$ cat src/rtl/serial_rx_pkg.sv
// Shared defaults and helpers for the serial receive queue.
package serial_rx_pkg;

    localparam int DATA_W_DEF  = 8;
    localparam int DEPTH_DEF   = 8;
    localparam int BIT_DIV_DEF = 10;
    localparam int DROP_CNT_W  = 8;

    function automatic int len_width(input int depth);
        return $clog2(depth + 1);
    endfunction

endpackage

$ cat src/rtl/serial_rx_fifo.sv
// Synchronous first-word fall-through FIFO with extra-MSB pointers.
module serial_rx_fifo
    import serial_rx_pkg::*;
#(
    parameter int DATA_W = DATA_W_DEF,
    parameter int DEPTH  = DEPTH_DEF
) (
    input  logic                          clock,
    input  logic                          reset,
    input  logic                          push,
    input  logic [DATA_W-1:0]             push_data,
    input  logic                          pop,
    output logic [DATA_W-1:0]             head,
    output logic                          empty,
    output logic                          full,
    output logic [len_width(DEPTH)-1:0]   len,
    output logic                          push_drop
);

    localparam int AW = $clog2(DEPTH);
    localparam int PW = AW + 1;
    localparam int LW = len_width(DEPTH);

    logic [DATA_W-1:0] r_mem [DEPTH];
    logic [PW-1:0]     r_wr_ptr;
    logic [PW-1:0]     r_rd_ptr;
    logic [PW-1:0]     w_diff;
    logic              w_pop_ok;
    logic              w_push_ok;

    // A pop on a full FIFO frees the slot the simultaneous push needs.
    assign w_pop_ok  = pop && !empty;
    assign w_push_ok = push && (!full || pop);
    assign push_drop = push && full && !pop;

    assign empty = (r_wr_ptr == r_rd_ptr);
    assign full  = (r_wr_ptr[AW] != r_rd_ptr[AW]) &&
                   (r_wr_ptr[AW-1:0] == r_rd_ptr[AW-1:0]);
    assign w_diff = r_wr_ptr - r_rd_ptr;
    assign len    = LW'(w_diff);
    assign head   = r_mem[r_rd_ptr[AW-1:0]];

    // Storage and pointer update.
    always_ff @(posedge clock) begin
        if (reset) begin
            r_wr_ptr <= '0;
            r_rd_ptr <= '0;
            for (int i = 0; i < DEPTH; i++) begin
                r_mem[i] <= '0;
            end
        end else begin
            if (w_push_ok) begin
                r_mem[r_wr_ptr[AW-1:0]] <= push_data;
                r_wr_ptr                <= r_wr_ptr + PW'(1);
            end
            if (w_pop_ok) begin
                r_rd_ptr <= r_rd_ptr + PW'(1);
            end
        end
    end

endmodule

$ cat src/rtl/serial_rx_queue.sv
// Serial-to-word deserialiser feeding a FIFO; bit sampling on an internal tick.
// Optional drop counter enabled by defining SERIAL_RX_DROP_COUNT_EN.
module serial_rx_queue
    import serial_rx_pkg::*;
#(
    parameter int DATA_W  = DATA_W_DEF,
    parameter int DEPTH   = DEPTH_DEF,
    parameter int BIT_DIV = BIT_DIV_DEF
) (
    input  logic                          clock,
    input  logic                          reset,
    input  logic                          data_serial,
    input  logic                          write_serial,
    input  logic                          dequeue,
    output logic [DATA_W-1:0]             data_out,
    output logic                          empty,
    output logic                          full,
    output logic [len_width(DEPTH)-1:0]   fifo_len,
    output logic                          status_busy,
    output logic                          overflow
`ifdef SERIAL_RX_DROP_COUNT_EN
    ,
    output logic [DROP_CNT_W-1:0]         drop_count
`endif
);

    localparam int DIV_W = (BIT_DIV > 1) ? $clog2(BIT_DIV) : 1;
    localparam int CNT_W = $clog2(DATA_W);

    logic [DIV_W-1:0]  r_div_cnt;
    logic [CNT_W-1:0]  r_bit_cnt;
    logic [DATA_W-1:0] r_shreg;
    logic              r_word_done;
    logic              r_overflow;
    logic              w_bit_tick;
    logic              w_shift;
    logic              w_last_bit;
    logic              w_push_drop;
    logic [DATA_W-1:0] w_shreg_next;

    assign w_bit_tick   = (r_div_cnt == DIV_W'(BIT_DIV - 1));
    assign w_shift      = w_bit_tick && write_serial;
    assign w_last_bit   = (r_bit_cnt == CNT_W'(DATA_W - 1));
    assign w_shreg_next = {r_shreg[DATA_W-2:0], data_serial};
    assign status_busy  = (r_bit_cnt != '0);
    assign overflow     = r_overflow;

    // Bit-tick divider.
    always_ff @(posedge clock) begin
        if (reset || w_bit_tick) begin
            r_div_cnt <= '0;
        end else begin
            r_div_cnt <= r_div_cnt + DIV_W'(1);
        end
    end

    // Shift register; the completed word stays in r_shreg during the push cycle.
    always_ff @(posedge clock) begin
        if (reset) begin
            r_shreg     <= '0;
            r_bit_cnt   <= '0;
            r_word_done <= 1'b0;
        end else begin
            r_word_done <= 1'b0;
            if (w_shift) begin
                r_shreg <= w_shreg_next;
                if (w_last_bit) begin
                    r_bit_cnt   <= '0;
                    r_word_done <= 1'b1;
                end else begin
                    r_bit_cnt <= r_bit_cnt + CNT_W'(1);
                end
            end
        end
    end

    // Overflow pulse is registered on the edge that rejected the word.
    always_ff @(posedge clock) begin
        if (reset) begin
            r_overflow <= 1'b0;
        end else begin
            r_overflow <= w_push_drop;
        end
    end

`ifdef SERIAL_RX_DROP_COUNT_EN
    logic [DROP_CNT_W-1:0] r_drop_count;
    assign drop_count = r_drop_count;

    // Saturating count of dropped words.
    always_ff @(posedge clock) begin
        if (reset) begin
            r_drop_count <= '0;
        end else if (w_push_drop && (r_drop_count != {DROP_CNT_W{1'b1}})) begin
            r_drop_count <= r_drop_count + DROP_CNT_W'(1);
        end
    end
`endif

    serial_rx_fifo #(
        .DATA_W (DATA_W),
        .DEPTH  (DEPTH)
    ) u_fifo (
        .clock     (clock),
        .reset     (reset),
        .push      (r_word_done),
        .push_data (r_shreg),
        .pop       (dequeue),
        .head      (data_out),
        .empty     (empty),
        .full      (full),
        .len       (fifo_len),
        .push_drop (w_push_drop)
    );

endmodule
$ cat config.mk
export PLATFORM = sky130hd
export DESIGN_NAME = serial_rx_queue
export DESIGN_NICKNAME = d
export VERILOG_FILES = /design/src/rtl/serial_rx_pkg.sv /design/src/rtl/serial_rx_fifo.sv /design/src/rtl/serial_rx_queue.sv
export SDC_FILE = /design/constraint.sdc
export NUM_CORES = 1
export LEC_CHECK = 0
export BUFFER_PORTS_ARGS = -buffer_cell sky130_fd_sc_hd__buf_4
export CAP_MARGIN = 20
export CORE_MARGIN = 8
export CORE_UTILIZATION = 35
export DETAILED_ROUTE_END_ITERATION = 10
export PLACE_DENSITY = 0.49
export SYNTH_ARGS = -nofsm -noshare
export SYNTH_HDL_FRONTEND = slang
export SYNTH_SLANG_ARGS = --single-unit
$ cat constraint.sdc
create_clock -name clock -period 3.2 [get_ports clock]
set_input_delay 0.32 -clock clock [delete_from_list [all_inputs] [get_ports clock]]
set_output_delay 0.32 -clock clock [all_outputs]
set_load 0.005 [all_outputs]
==> run_results.csv, run 1 <==
group,metric,value,unit
yosys,synth_nets,356,
layout,num-fill-cells,1132,
global_routing,grt_pass1_vias,2641,
yosys,synthTopCellsByCount,"nor2_1, edfxtp_1, nand2_1",
yosys,synth_top_family_by_area,"simple AND/OR/NAND/NOR gates",
layout,drive_gt1_share,22.4,%
timing,setup_ws,0.496,ns
floorplanning,fp.dieArea,15700,um^2
yosys,synth_largest_area_cell,"edfxtp_1",
global_routing,grt_use_total,12.6,%
run_status,status,"complete, no violations",
yosys,synth_edf_count,64,
drt,drt_first_iter_violations,177,
drt,drc,0,
clock_tree,clk_path_buf_depth,2,
power,ir_drop,0.262,mV
run,cap_violations,0,
power,seqPwrFrac,54.2,%
yosys,netlist.area_leader.share,45.9,%
worst_setup_path,cp-end-kind,"flip-flop",
timing,hold_ws,0.239,ns
power,internal-power,1.96,mW
timing,finClkSkew,0.00737,ns
global_routing,grt_pass1_wl,15.0,mm
floorplanning,core-area,11900,um^2
power,power.share.clock,42.5,%
worst_setup_path,path_class,"flip-flop to flip-flop",
timing,period_minus_slack,2.70,ns
place,port_buffers,20,
timing,setup_viol,0,
drt,drt_wl_total,9.28,mm
global_routing,gr-total-overflow,0,
drt,final_antenna_net_count,0,
clock_tree,numCtsBuffers,9,
yosys,ys.warnings.count,0,
timing,slew-limit-headroom,42.9,%
clock_tree,cts.sinks,92,
timing,tns,0,ns
clock_tree,cts_setup_buffers,0,
floorplanning,io_pins,21,
clock_tree,clkSlewWorstSetupHoldPaths,0.06,ns
layout,final_util,40.3,%
clock_tree,insertion_delay,0.34,ns
power,swShare,20.1,%
yosys,yosysUniqueCellTypes,41,
layout,fin_nets,381,
yosys,synth_area,4190,um^2
worst_setup_path,worstSetupStartpointType,"flip-flop",
clock_tree,cts_resized,0,
timing,tightest_slew,0.856,ns
clock_tree,cts_root_buf,"clkbuf_16",
yosys,synth_compound_gate_area_share,4.21,%
global_routing,antenna_found_initial,0,
worst_setup_path,critPathArrivalTime,2.75,ns
worst_hold_path,min_path_type,"input port to flip-flop",
place,gp_congestion,0.775,
drt,drtPass1Iterations,5,
yosys,synthFlopType,"edfxtp_1",
clock_tree,cts_tree,"yes",
floorplanning,num_rows,40,
power,p_switching,0.493,mW
yosys,post_synth_fa_ha_maj_area_fraction,3.46,%
clock_tree,cts_max_level,3,
yosys,ys_ff_latch,92,
drt,vias,2564,
layout,area_growth,14.1,%
drt,wire_per_inst,17.9,um
layout,antenna_cells,0,
clock_tree,hold_buffers,0,
yosys,syn_inst,340,
power,p_leak,1.56,nW
yosys,synth_area_leaders,"edfxtp_1, dfxtp_1, mux4_2",
timing,rsz0062_at_grt,"no",
global_routing,grt_max_degree,25,
floorplanning,chipHeight,125,um
floorplanning,initial_utilization,35.3,%
timing,period_share,84.5,%
drt,via_per_inst,4.96,
worst_setup_path,worstPathMaxFanout,10,
yosys,yosysSeqAreaShare,59.2,%
place,dp_hpwl,6.35,mm
timing,max_freq,370,MHz
floorplanning,fp.dieW,125,um
power,p_per_area,512,nW/um^2
yosys,synth-xor-area-share,2.06,%
timing,hold_violations,0,
power,pwr-share-comb,3.3,%
yosys,synthMuxAreaShare,11.0,%
yosys,async_reset_ff_share,0,%
worst_setup_path,critPathRequiredTime,3.25,ns
yosys,syn_avg_cell_area,12.3,um^2
timing,slew_viol_final,0,
yosys,synth-simple-area-share,16.4,%
yosys,synth.most_common_cell,"nor2_1",
place,place_ws,0.500,ns
[cell usage in the layout, fill, tap and decap left out, drive strengths merged]
| master | count |
|---|---|
| mux2 | 8 |
| a21o | 1 |
| bufinv | 1 |
| fa | 1 |
| nor2 | 78 |
| xor2 | 5 |
| o21a | 1 |
| clkbuf | 12 |
| o211ai | 1 |
| nor3b | 1 |
| a21oi | 15 |
| nand3 | 7 |
| and4 | 2 |
| o311ai | 1 |
| clkinv | 3 |
| nand2 | 42 |
| and2b | 2 |
| mux2i | 1 |
| nand4b | 1 |
| nand3b | 2 |
| edfxtp | 64 |
| or3 | 1 |
| nand2b | 4 |
| and3 | 1 |
| nand4 | 2 |
| xnor2 | 4 |
| clkinvlp | 1 |
| dfxtp | 28 |
| ha | 10 |
| mux4 | 16 |
| o21ai | 8 |
| nor3 | 1 |
| inv | 10 |
| buf | 31 |
| o31ai | 4 |
[power groups by stage]
stage          registers [mW]  logic (mW)  clock network [mW]
2_1_floorplan            1.35      0.0441                   0
3_3_place_gp             1.35      0.0815                   0
3_5_place_dp             1.35      0.0825                   0
4_1_cts                  1.33      0.0829                1.07
5_1_grt                  1.33      0.0879                1.12
6_report                 1.33      0.0802                1.04
[final timing paths]
path	endpoint	depth (start not counted)	startpoint	slack [ns]
worst max-delay path	u_fifo.r_mem[0][7]	7	u_fifo.r_wr_ptr[0]	0.50
worst min-delay path	r_shreg[0]	3	data_serial	0.24
worst max register to register	u_fifo.r_mem[0][7]	7	u_fifo.r_wr_ptr[0]	0.50
worst min register to register	r_div_cnt[0]	1	r_div_cnt[0]	0.47
[worst max-delay path, cell delays in order, from the launching register on]
cell and delay [ns]:
dfxtp_1 0.33, clkinv_1 0.27, ha_1 0.40, nand3_1 0.24, or3_1 0.46, nand3_1 0.24, o31ai_1 0.25, buf_4 0.22
[area by class of cell]
cell class / instances / area [um^2] / share of cell area (%)
clock inverters: 4 / 50.0 / 1.05
repair buffers: 31 / 233 / 4.87
clock buffers: 12 / 236 / 4.95
flip-flops and latches: 92 / 2480 / 51.9
inverters: 11 / 41.3 / 0.864
multi-input cells: 220 / 1550 / 32.5
well taps: 147 / 184 / 3.85
[cell families after synthesis]
logic type / Yosys count
AO/OA/AOI/OAI: 31
multiplexers: 25
flip-flops: 92
AND/OR/NAND/NOR: 144
buffers and inverters: 28
adder cells (fa/ha/maj): 11
XOR/XNOR: 9
[registers in the layout (all words and copies together) (netlist names), named ones only]
| name | count |
|---|---|
| r_div_cnt | 4 |
| u_fifo.r_rd_ptr | 4 |
| r_bit_cnt | 3 |
| u_fifo.r_mem | 64 |
| r_word_done | 1 |
| u_fifo.r_wr_ptr | 4 |
| r_shreg | 8 |
| overflow | 1 |
[layer usage]
metal | vias to the layer above | global-route usage [%] | part of all wire (%)
met4 | 0 | 3.44 | 1.1
met5 | - | 0 | 0
li1 | 1247 | - | -
met2 | 46 | 20.5 | 49
met3 | 8 | 3.44 | 3.8
met1 | 1263 | 16.1 | 47
[stage by stage]
step	cells	power (mW)	cell area, um^2
after floorplan	340	1.39	4190
after global placement	501	1.43	4490
after detailed placement	501	1.44	4490
after CTS	517	2.48	4780
after global routing	517	2.54	4780
final	517	2.45	4780
Power figures use the tool's default switching activity.
==> run 2, diff against run 1 <==
- PLACE_DENSITY: 0.49 -> 0.51
- clock period: 3.2 -> 2.3 ns (I/O delays scaled with it)
==> run 2 against run 1 <==
Flip-flop and latch count stayed put. Global-route usage is 0.55 points lower. Count of clock-buffer cells in the layout is 2 lower. Maximum frequency is 29% higher. Critical path type unchanged. Largest power group unchanged.
==> run_results.csv, run 2 (synthesis results as in run 1) <==
group,metric,value,unit
run_status,status,"complete, no violations",
global_routing,antenna_found_initial,0,
power,p_leak,1.62,nW
clock_tree,insertion_delay,0.34,ns
worst_setup_path,critPathRequiredTime,2.34,ns
worst_setup_path,crit_path_max_incr_delay,0.37,ns
worst_setup_path,r2r_slack,0.20,ns
timing,finClkSkew,0.00770,ns
drt,wire_per_inst,16.9,um
layout,num-fill-cells,1128,
drt,final_antenna_net_count,0,
worst_hold_path,whs_endpoint,"r_shreg[0]",
worst_setup_path,cp-startpoint,"u_fifo.r_rd_ptr[1]",
floorplanning,io_pins,21,
layout,final_common_cell,"nor2_1",
layout,area_growth,17.3,%
worst_setup_path,worstPathMaxFanout,8,
worst_hold_path,hp-start,"data_serial",
drt,vias,2583,
drt,drtPass1Iterations,6,
worst_setup_path,worstSetupStartpointType,"flip-flop",
global_routing,grt_pass1_wl,14.4,mm
clock_tree,clk_path_buf_depth,2,
timing,period_share,91.3,%
worst_setup_path,critPathArrivalTime,2.14,ns
drt,via_per_inst,4.89,
worst_setup_path,rr_startpoint,"u_fifo.r_rd_ptr[1]",
timing,rsz0062_at_grt,"no",
timing,setup_viol,0,
place,port_buffers,20,
power,ir_drop,0.277,mV
clock_tree,numCtsBuffers,9,
worst_setup_path,reg2regPathDepth,8,
power,p_total,3.41,mW
floorplanning,core-area,11900,um^2
layout,reg.largest.list,"u_fifo.r_mem: 64 flops, r_shreg: 8 flops",
floorplanning,fp.dieArea,15700,um^2
layout,antenna_cells,0,
floorplanning,fp.dieW,125,um
layout,final_cell_mix,"nor2_1, edfxtp_1, nand2_1",
floorplanning,num_rows,40,
drt,drc,0,
layout,fin_cells,528,
timing,hold_violations,0,
worst_hold_path,worstHoldPathCells,3,
floorplanning,initial_utilization,35.3,%
place,place_ws,-0.000842,ns
clock_tree,cts.sinks,92,
place,dp_hpwl,6.28,mm
layout,drive_gt1_share,27.0,%
worst_setup_path,path_class,"flip-flop to flip-flop",
drt,drt_first_iter_violations,172,
timing,setup_ws,0.200,ns
timing,hold_ws,0.141,ns
global_routing,grt_pass1_vias,2645,
clock_tree,clkSlewWorstSetupHoldPaths,0.06,ns
global_routing,grt_max_degree,25,
global_routing,gr-total-overflow,0,
worst_setup_path,cp_top_family,"buffers and inverters",
layout,top_register,"u_fifo.r_mem",
global_routing,grt_use_total,12.0,%
clock_tree,cts_max_level,3,
clock_tree,cts_tree,"yes",
place,placedCellCount,512,
worst_setup_path,crit_buf_inv,3,
power,p_per_area,695,nW/um^2
worst_setup_path,path_cells,"inv_1 -> ha_1 -> nand3_1 -> or3_1 -> nand3_1 -> buf_4 -> o31ai_2 -> buf_4",
timing,tightest_slew,0.511,ns
layout,fin_nets,392,
floorplanning,chipHeight,125,um
timing,tns,0,ns
layout,final_area,4920,um^2
timing,max_freq,476,MHz
clock_tree,cts_root_buf,"clkbuf_16",
timing,period_minus_slack,2.10,ns
timing,slew-limit-headroom,65.7,%
layout,final_util,41.4,%
drt,drt_wl_total,8.92,mm
timing,slew_viol_final,0,
place,place_area,4600,um^2
worst_hold_path,min_path_type,"input port to flip-flop",
run,cap_violations,0,
place,gp_congestion,0.795,
worst_setup_path,rr_endpoint,"u_fifo.r_mem[0][0]",
layout,largest_reg_flops,64,
layout,register_area,2480,um^2
worst_setup_path,slowest_stage,"dfxtp_2",
worst_setup_path,cp-end-kind,"flip-flop",
layout,multi_input_area,1590,um^2
-- run 2: layout make-up --
class	instances	area share [%]
Sequential cell	92	50.5
Timing Repair Buffer	42	6.67
Clock inverter	6	1.30
Multi-Input combinational cell	220	32.3
Inverter	11	0.840
Tap cell	147	3.74
Clock buffer	10	4.66
-- run 2: worst reg2reg max path: cells and delay by family, from the launching register on --
family / cells / cell delay, ns
AOI/OAI and AO/OA: 1 / 0.16
adders and majority gates: 1 / 0.30
buffers and inverters: 3 / 0.49
and+or+nand+nor: 3 / 0.47
DFF: 1 / 0.37
-- run 2: report_power, final --
| group | leakage [nW] | switching (mW) | internal (mW) |
|---|---|---|---|
| sequential | 0.834 | 0.0202 | 1.83 |
| combinational | 0.650 | 0.0571 | 0.0500 |
| clock | 0.140 | 0.618 | 0.843 |
| total | 1.62 | 0.696 | 2.72 |
-- run 2: metal layers --
layer  global-route usage [%]  vias up  wire length, um
li1                         -     1268                -
met1                     14.6     1242             3730
met2                     19.8       59             4450
met3                     3.78       14              533
met4                     4.23        0              202
met5                        0        -                0
-- run 2: worst max path at each step --
stage,to,slack (ns),cells after the start
6_report,u_fifo.r_mem[0][0],0.20,8
5_1_grt,u_fifo.r_mem[0][0],0.02,8
4_1_cts,u_fifo.r_mem[6][7],0.002,6
3_5_place_dp,u_fifo.r_mem[4][1],-0.0008,6
3_3_place_gp,u_fifo.r_mem[4][6],0.08,6
2_1_floorplan,u_fifo.r_mem[0][0],-0.08,7
-- run 2: repair_timing --
action                                  4_1_cts  5_1_grt
setup buffers                                 0        0
resized for setup                             1        4
endpoints found under the setup margin        8       32
hold buffers                                  0        0
pin swaps                                     0        0
